[src/rtl/zero_cal_ctrl.sv]
// rtl/zero_cal_ctrl.sv - zero-offset calibration sequencer; optional spread check under ZERO_CAL_SPREAD_EN
module zero_cal_ctrl #(
    parameter int          LOG2_N       = 4,
    parameter int          SKIP_N       = 4,
    parameter int          MAX_BAD      = 8,
    parameter int          TIMEOUT_CYC  = 2000000,
    parameter logic [15:0] ZERO_DEFAULT = 16'd0
`ifdef ZERO_CAL_SPREAD_EN
    ,
    parameter logic [15:0] SPREAD_MAX   = 16'd64
`endif
) (
    input  logic        clk,
    input  logic        rst_n,
    input  logic        cal_start,
    input  logic [15:0] cal_ref_dist,
    input  logic        zero_wr,
    input  logic [15:0] zero_wr_data,
    input  logic        data_in_valid,
    input  logic [15:0] data_in,
    output logic [15:0] zero_value,
    output logic        cal_busy,
    output logic        cal_done,
    output logic        cal_err,
    output logic [1:0]  err_code
);

    localparam logic [1:0] S_IDLE  = 2'd0;
    localparam logic [1:0] S_SKIP  = 2'd1;
    localparam logic [1:0] S_ACCUM = 2'd2;
    localparam logic [1:0] S_CALC  = 2'd3;

    localparam int N     = 1 << LOG2_N;
    localparam int CNT_W = $clog2(((SKIP_N > N) ? SKIP_N : N) + 1);
    localparam int BAD_W = $clog2(MAX_BAD + 2);
    localparam int CYC_W = $clog2(TIMEOUT_CYC + 1);
    localparam int ACC_W = 16 + LOG2_N;

    logic [1:0]       state_q, state_d;
    logic [CNT_W-1:0] cnt_q, cnt_d;
    logic [BAD_W-1:0] bad_q, bad_d;
    logic [CYC_W-1:0] cyc_q, cyc_d;
    logic [ACC_W-1:0] acc_q, acc_d;
    logic [15:0]      ref_q, ref_d;
    logic [15:0]      zero_q, zero_d;
    logic             done_q, done_d;
    logic             err_q, err_d;
    logic [1:0]       code_q, code_d;

    logic        busy;
    logic        sample_bad;
    logic        sample_good;
    logic        timeout_hit;
    logic        bad_limit;
    logic        skip_last;
    logic        accum_last;
    logic        calc_fail;
    logic [15:0] avg;

`ifdef ZERO_CAL_SPREAD_EN
    logic [15:0] min_q, min_d;
    logic [15:0] max_q, max_d;
`endif

    assign busy        = (state_q != S_IDLE);
    assign sample_bad  = data_in_valid & ((data_in == 16'hFFFF) | (data_in == 16'h0000));
    assign sample_good = data_in_valid & ~sample_bad;
    assign avg         = acc_q[ACC_W-1:LOG2_N];
    assign timeout_hit = busy && (cyc_q == CYC_W'(TIMEOUT_CYC - 1));
    assign bad_limit   = sample_bad && (bad_q == BAD_W'(MAX_BAD));
    assign skip_last   = (cnt_q == CNT_W'(SKIP_N - 1));
    assign accum_last  = (cnt_q == CNT_W'(N - 1));

    // Run fails in CALC when the mean is below the reference or the samples are too spread out
`ifdef ZERO_CAL_SPREAD_EN
    assign calc_fail = (avg < ref_q) || ((max_q - min_q) > SPREAD_MAX);
`else
    assign calc_fail = (avg < ref_q);
`endif

    // Next-state logic: sequencing, sample filtering, error capture and zero update
    always_comb begin
        state_d = state_q;
        cnt_d   = cnt_q;
        bad_d   = bad_q;
        cyc_d   = busy ? cyc_q + CYC_W'(1) : cyc_q;
        acc_d   = acc_q;
        ref_d   = ref_q;
        zero_d  = zero_q;
        done_d  = 1'b0;
        err_d   = err_q;
        code_d  = code_q;
`ifdef ZERO_CAL_SPREAD_EN
        min_d   = min_q;
        max_d   = max_q;
`endif
        case (state_q)
            S_IDLE: begin
                // A manual write wins over a start presented in the same cycle
                if (zero_wr) begin
                    zero_d = zero_wr_data;
                end else if (cal_start) begin
                    state_d = (SKIP_N == 0) ? S_ACCUM : S_SKIP;
                    ref_d   = cal_ref_dist;
                    err_d   = 1'b0;
                    code_d  = 2'd0;
                    cnt_d   = '0;
                    bad_d   = '0;
                    cyc_d   = '0;
                    acc_d   = '0;
`ifdef ZERO_CAL_SPREAD_EN
                    min_d   = 16'hFFFF;
                    max_d   = 16'h0000;
`endif
                end
            end
            S_SKIP: begin
                if (sample_bad) begin
                    bad_d = bad_q + BAD_W'(1);
                end else if (sample_good) begin
                    if (skip_last) begin
                        state_d = S_ACCUM;
                        cnt_d   = '0;
                    end else begin
                        cnt_d = cnt_q + CNT_W'(1);
                    end
                end
            end
            S_ACCUM: begin
                if (sample_bad) begin
                    bad_d = bad_q + BAD_W'(1);
                end else if (sample_good) begin
                    acc_d = acc_q + ACC_W'(data_in);
`ifdef ZERO_CAL_SPREAD_EN
                    if (data_in < min_q) min_d = data_in;
                    if (data_in > max_q) max_d = data_in;
`endif
                    if (accum_last) begin
                        state_d = S_CALC;
                        cnt_d   = '0;
                    end else begin
                        cnt_d = cnt_q + CNT_W'(1);
                    end
                end
            end
            default: begin
                state_d = S_IDLE;
                if (calc_fail) begin
                    err_d  = 1'b1;
                    code_d = 2'd3;
                end else begin
                    zero_d = avg - ref_q;
                    done_d = 1'b1;
                end
            end
        endcase

        if (bad_limit && (state_q == S_SKIP || state_q == S_ACCUM)) begin
            state_d = S_IDLE;
            err_d   = 1'b1;
            code_d  = 2'd2;
        end

        // Timeout overrides everything, including a CALC that lands on the last cycle
        if (timeout_hit) begin
            state_d = S_IDLE;
            err_d   = 1'b1;
            code_d  = 2'd1;
            zero_d  = zero_q;
            done_d  = 1'b0;
        end
    end

    // State and datapath registers
    always_ff @(posedge clk or negedge rst_n) begin
        if (!rst_n) begin
            state_q <= S_IDLE;
            cnt_q   <= '0;
            bad_q   <= '0;
            cyc_q   <= '0;
            acc_q   <= '0;
            ref_q   <= '0;
            zero_q  <= ZERO_DEFAULT;
            done_q  <= 1'b0;
            err_q   <= 1'b0;
            code_q  <= 2'd0;
`ifdef ZERO_CAL_SPREAD_EN
            min_q   <= 16'hFFFF;
            max_q   <= 16'h0000;
`endif
        end else begin
            state_q <= state_d;
            cnt_q   <= cnt_d;
            bad_q   <= bad_d;
            cyc_q   <= cyc_d;
            acc_q   <= acc_d;
            ref_q   <= ref_d;
            zero_q  <= zero_d;
            done_q  <= done_d;
            err_q   <= err_d;
            code_q  <= code_d;
`ifdef ZERO_CAL_SPREAD_EN
            min_q   <= min_d;
            max_q   <= max_d;
`endif
        end
    end

    assign zero_value = zero_q;
    assign cal_busy   = busy;
    assign cal_done   = done_q;
    assign cal_err    = err_q;
    assign err_code   = code_q;

endmodule

[config.mk]
export PLATFORM = sky130hd
export DESIGN_NAME = zero_cal_ctrl
export DESIGN_NICKNAME = d
export VERILOG_FILES = /design/src/rtl/zero_cal_ctrl.sv
export SDC_FILE = /design/constraint.sdc
export NUM_CORES = 1
export LEC_CHECK = 0
export CORE_MARGIN = 5
export CORE_UTILIZATION = 56
export DETAILED_ROUTE_END_ITERATION = 16
export DONT_BUFFER_PORTS = 1
export GPL_TIMING_DRIVEN = 1
export PLACE_DENSITY = 0.73
export SLEW_MARGIN = 0
export SYNTH_ARGS = -nofsm -noshare
export SYNTH_HDL_FRONTEND = slang
export SYNTH_SLANG_ARGS = --single-unit
[constraint.sdc]
create_clock -name clk -period 2.34 [get_ports clk]
set_input_delay 0.702 -clock clk [delete_from_list [all_inputs] [get_ports clk]]
set_output_delay 0.702 -clock clk [all_outputs]
set_load 0.1 [all_outputs]
==> results.ini <==
[outcome]
run_status = finished with violations
violated_checks = setup timing

[die]
io_pins = 74
fp.dieH_um = 113
initial_core_util_pct = 57.3
total_die_area_um2 = 12700
fp-row-count = 37
fp.dieW_um = 113
core_um2 = 10300

[grt]
grtUsageTotal_pct = 25.3
grt_pass1_vias = 5365
initial_antenna_violation_count = 0
globalRoute.totalOverflow = 0
grt_max_degree = 89
global_route_wire_length_before_repair_um = 26200

[drt]
drc = 0
drt-total-wl_um = 16200
vias = 5412
detailedRoute.firstPassIterationCount = 6
drtAntennaViolNets = 0
vias_per_cell = 5.90
dr.first_iter.drc_count = 383
routedWlPerCell_um = 17.6

[layout]
antenna_diode_count = 0
utilization_pct = 73.3
area.sequential_um2 = 2200
area_growth_syn_to_layout_pct = 28.0
most_frequent_cells_in_the_layout = buf_4, dfrtp_1, nand2_1
postLayoutCellArea_um2 = 7570
final_common_cell = buf_4
multiInputGateArea_um2 = 3930
layout_cells_sized_above_1_pct = 27.9
number_of_filler_instances_in_the_final_layout = 741
finalNetCount = 875

[timing]
setup_ws_ns = -0.0574
setup_viol = 8
timing_hold_violations_final = 0
final.setup_skew_ns = 0.0143
final_max_slew_viol_count = 0
timing.final.crit_share_pct = 102
timing_worst_slew_pin_value_ns = 0.964
fmax_mhz = 417
max_slew_margin_pct = 35.8
fin_crit_ns = 2.40
grt_setup_unrepaired = true

[yosys]
syn_area_per_cell_um2 = 8.77
yosysWarnings = 0
synth.net_count = 772
share_of_synthesized_registers_carrying_an_async_set_or_reset_pct = 100
ys_seq_elements = 88
synth_sequential_area_ratio_pct = 37.2
post_synth_inst_count = 674
yosys.cell_types.count = 74
synth_ff_type = dfrtp_1
number_of_enable_type_register_cells_in_the_synthesized_netlist = 0
mappedNetlistArea_um2 = 5910

[power_and_ir_drop]
seqPwrFrac_pct = 21.7
p_int_uw = 6510
peakVddDrop_v = 0.00102
power_leakage_uw = 0.00346
power_frac_comb_pct = 69.1
netSwitchingPower_uw = 6270
powerDensity_nw_per_um2 = 1690
p_sw_share_pct = 49.1
report.power.total_uw = 12800
clock_power_share_pct = 9.2

[place]
gp_congestion = 0.906
post_detailed_placement_cell_area_um2 = 6820
place.detailed.hpwl_um = 11900
port_buffers = 0

[worst_setup_path]
slowest_cell_on_the_critical_path = dfrtp_1
cp-startpoint = acc_q[15]$_DFFE_PN0P_
crit-reg2reg-capture = zero_value[3]$_DFFE_PN0P_
worst-setup-path-type = register to register
path_length_in_cells_of_the_critical_path = 8
worstPathCellList = ha_1 > a21oi_1 > o21ai_0 > a22oi_1 > nand3_2 > o21ai_4 > mux2i_1 > a221o_1
setup.worst_path.end_class = register
worstPathArrival_ns = 2.67
cp-start-kind = register
reg2reg_from = acc_q[15]$_DFFE_PN0P_
critPathTopFamily = compound AO/OA/AOI/OAI gates
path_max_fanout = 5
ff2ff_path_depth = 8
critical-path-max-stage-delay_ns = 0.45
timing.critical_path.to = zero_value[3]$_DFFE_PN0P_
path_buf_inv = 0
worst-endpoint-required_ns = 2.61
reg2reg_setup_slack_ns = -0.06

[clock_tree]
clkSlewWorstSetupHoldPaths_ns = 0.09
cts_max_level = 3
cts.path.max_buffers = 2
cts.sink_count = 88
cts_tree = built
worstSkewPairLatency_ns = 0.38
cts_buffers = 9
cts_root_buffer = clkbuf_8

[job]
timing.max_cap.violations = 0

[min_path]
holdCritPathClass = primary input to asynchronous set/reset pin

-- cells by family (layout without fill, tap and decap cells) --
logic type      after synthesis  after routing  synth area share [%]
compound gates              193            193                  21.3
xor+xnor                     38             38                  5.63
fa+ha+maj                    45             45                  9.78
buf+inv                      58            166                  3.96
flops                        88             88                  37.2
mux                          11             11                  1.88
simple gates                241            241                  20.2
-- worst reg2reg max path: cells and delay by family (launching register included) --
kind	cells	cell delay [ns]
DFF	1	0.45
adders and majority gates	1	0.36
AOI/OAI and AO/OA	5	1.21
muxes	1	0.12
and+or+nand+nor	1	0.15
-- final cells by class --
type | count | area share [%]
repair buffers | 113 | 11.9
clock inverters | 7 | 1.26
well taps | 136 | 2.25
inverters | 37 | 1.85
multi-input cells | 528 | 52.0
flip-flops and latches | 88 | 29.1
clock buffers | 9 | 1.64
-- cells in the mapped netlist, types with 8 or more instances --
cell	count	area [um2]
nand2_1	83	312
a21o_1	11	82.6
mux2i_1	10	100
clkbuf_1	8	30.0
xor2_1	21	184
o211ai_1	8	60.1
nor4_1	8	50.1
nand4_1	12	75.1
a21oi_1	34	170
inv_1	37	139
nand3_1	20	100
nor2_1	55	206
o21ai_0	73	365
xnor2_1	17	149
dfrtp_1	88	2200
ha_1	43	538
nand2b_1	9	56.3
-- metrics by stage --
stage	worst slack (ns)	hold slack, ns	instances	TNS [ns]
after floorplan	-0.120	0.406	674	-0.232
final	-0.0574	0.000871	918	-0.295
after global placement	-0.137	0.411	890	-1.84
after CTS	-0.130	-0.0177	909	-0.968
after detailed placement	-0.235	0.410	890	-4.91
after global routing	-0.196	-0.0237	918	-2.09
-- worst min path at each step --
stage / to / slack, ns
after floorplan: acc_q[0]$_DFFE_PN0P_ / 0.41
after global placement: bad_q[0]$_DFFE_PN0P_ / 0.41
after detailed placement: bad_q[0]$_DFFE_PN0P_ / 0.41
after CTS: acc_q[3]$_DFFE_PN0P_ / -0.02
after global routing: bad_q[0]$_DFFE_PN0P_ / -0.02
final: acc_q[6]$_DFFE_PN0P_ / 0.0009
-- layer usage --
metal	vias up	wire length [um]	global-route usage, %
met3	36	779	5.78
met5	-	0	0
met4	0	402	7.77
met2	135	8320	43.6
met1	2617	6680	31.6
li1	2624	-	-
-- state kept, by name, indices dropped and copies added, names as in the netlist --
| signal | flops |
|---|---|
| acc_q | 20 |
| cal_err | 1 |
| state_q | 2 |
| cnt_q | 5 |
| cal_done | 1 |
| zero_value | 16 |
| cyc_q | 21 |
| ref_q | 16 |
| err_code | 2 |
| bad_q | 4 |
-- power groups by stage --
stage / Clock, uW / Combinational (uW) / Sequential, uW
CTS: 1210 / 7650 / 2750
detailed placement: 0 / 7420 / 2780
global route: 1280 / 9600 / 2840
finish: 1170 / 8820 / 2780
global placement: 0 / 7190 / 2750
floorplan: 0 / 4330 / 3550
-- timing repair --
action                                 4_1_cts  5_1_grt
setup endpoints to repair                   38       30
endpoints found under the hold margin       88       79
buffers inserted                             4       11
pin swaps                                   14       54
resized for setup                           14       85
No activity file was read; power rests on OpenSTA's default activity.
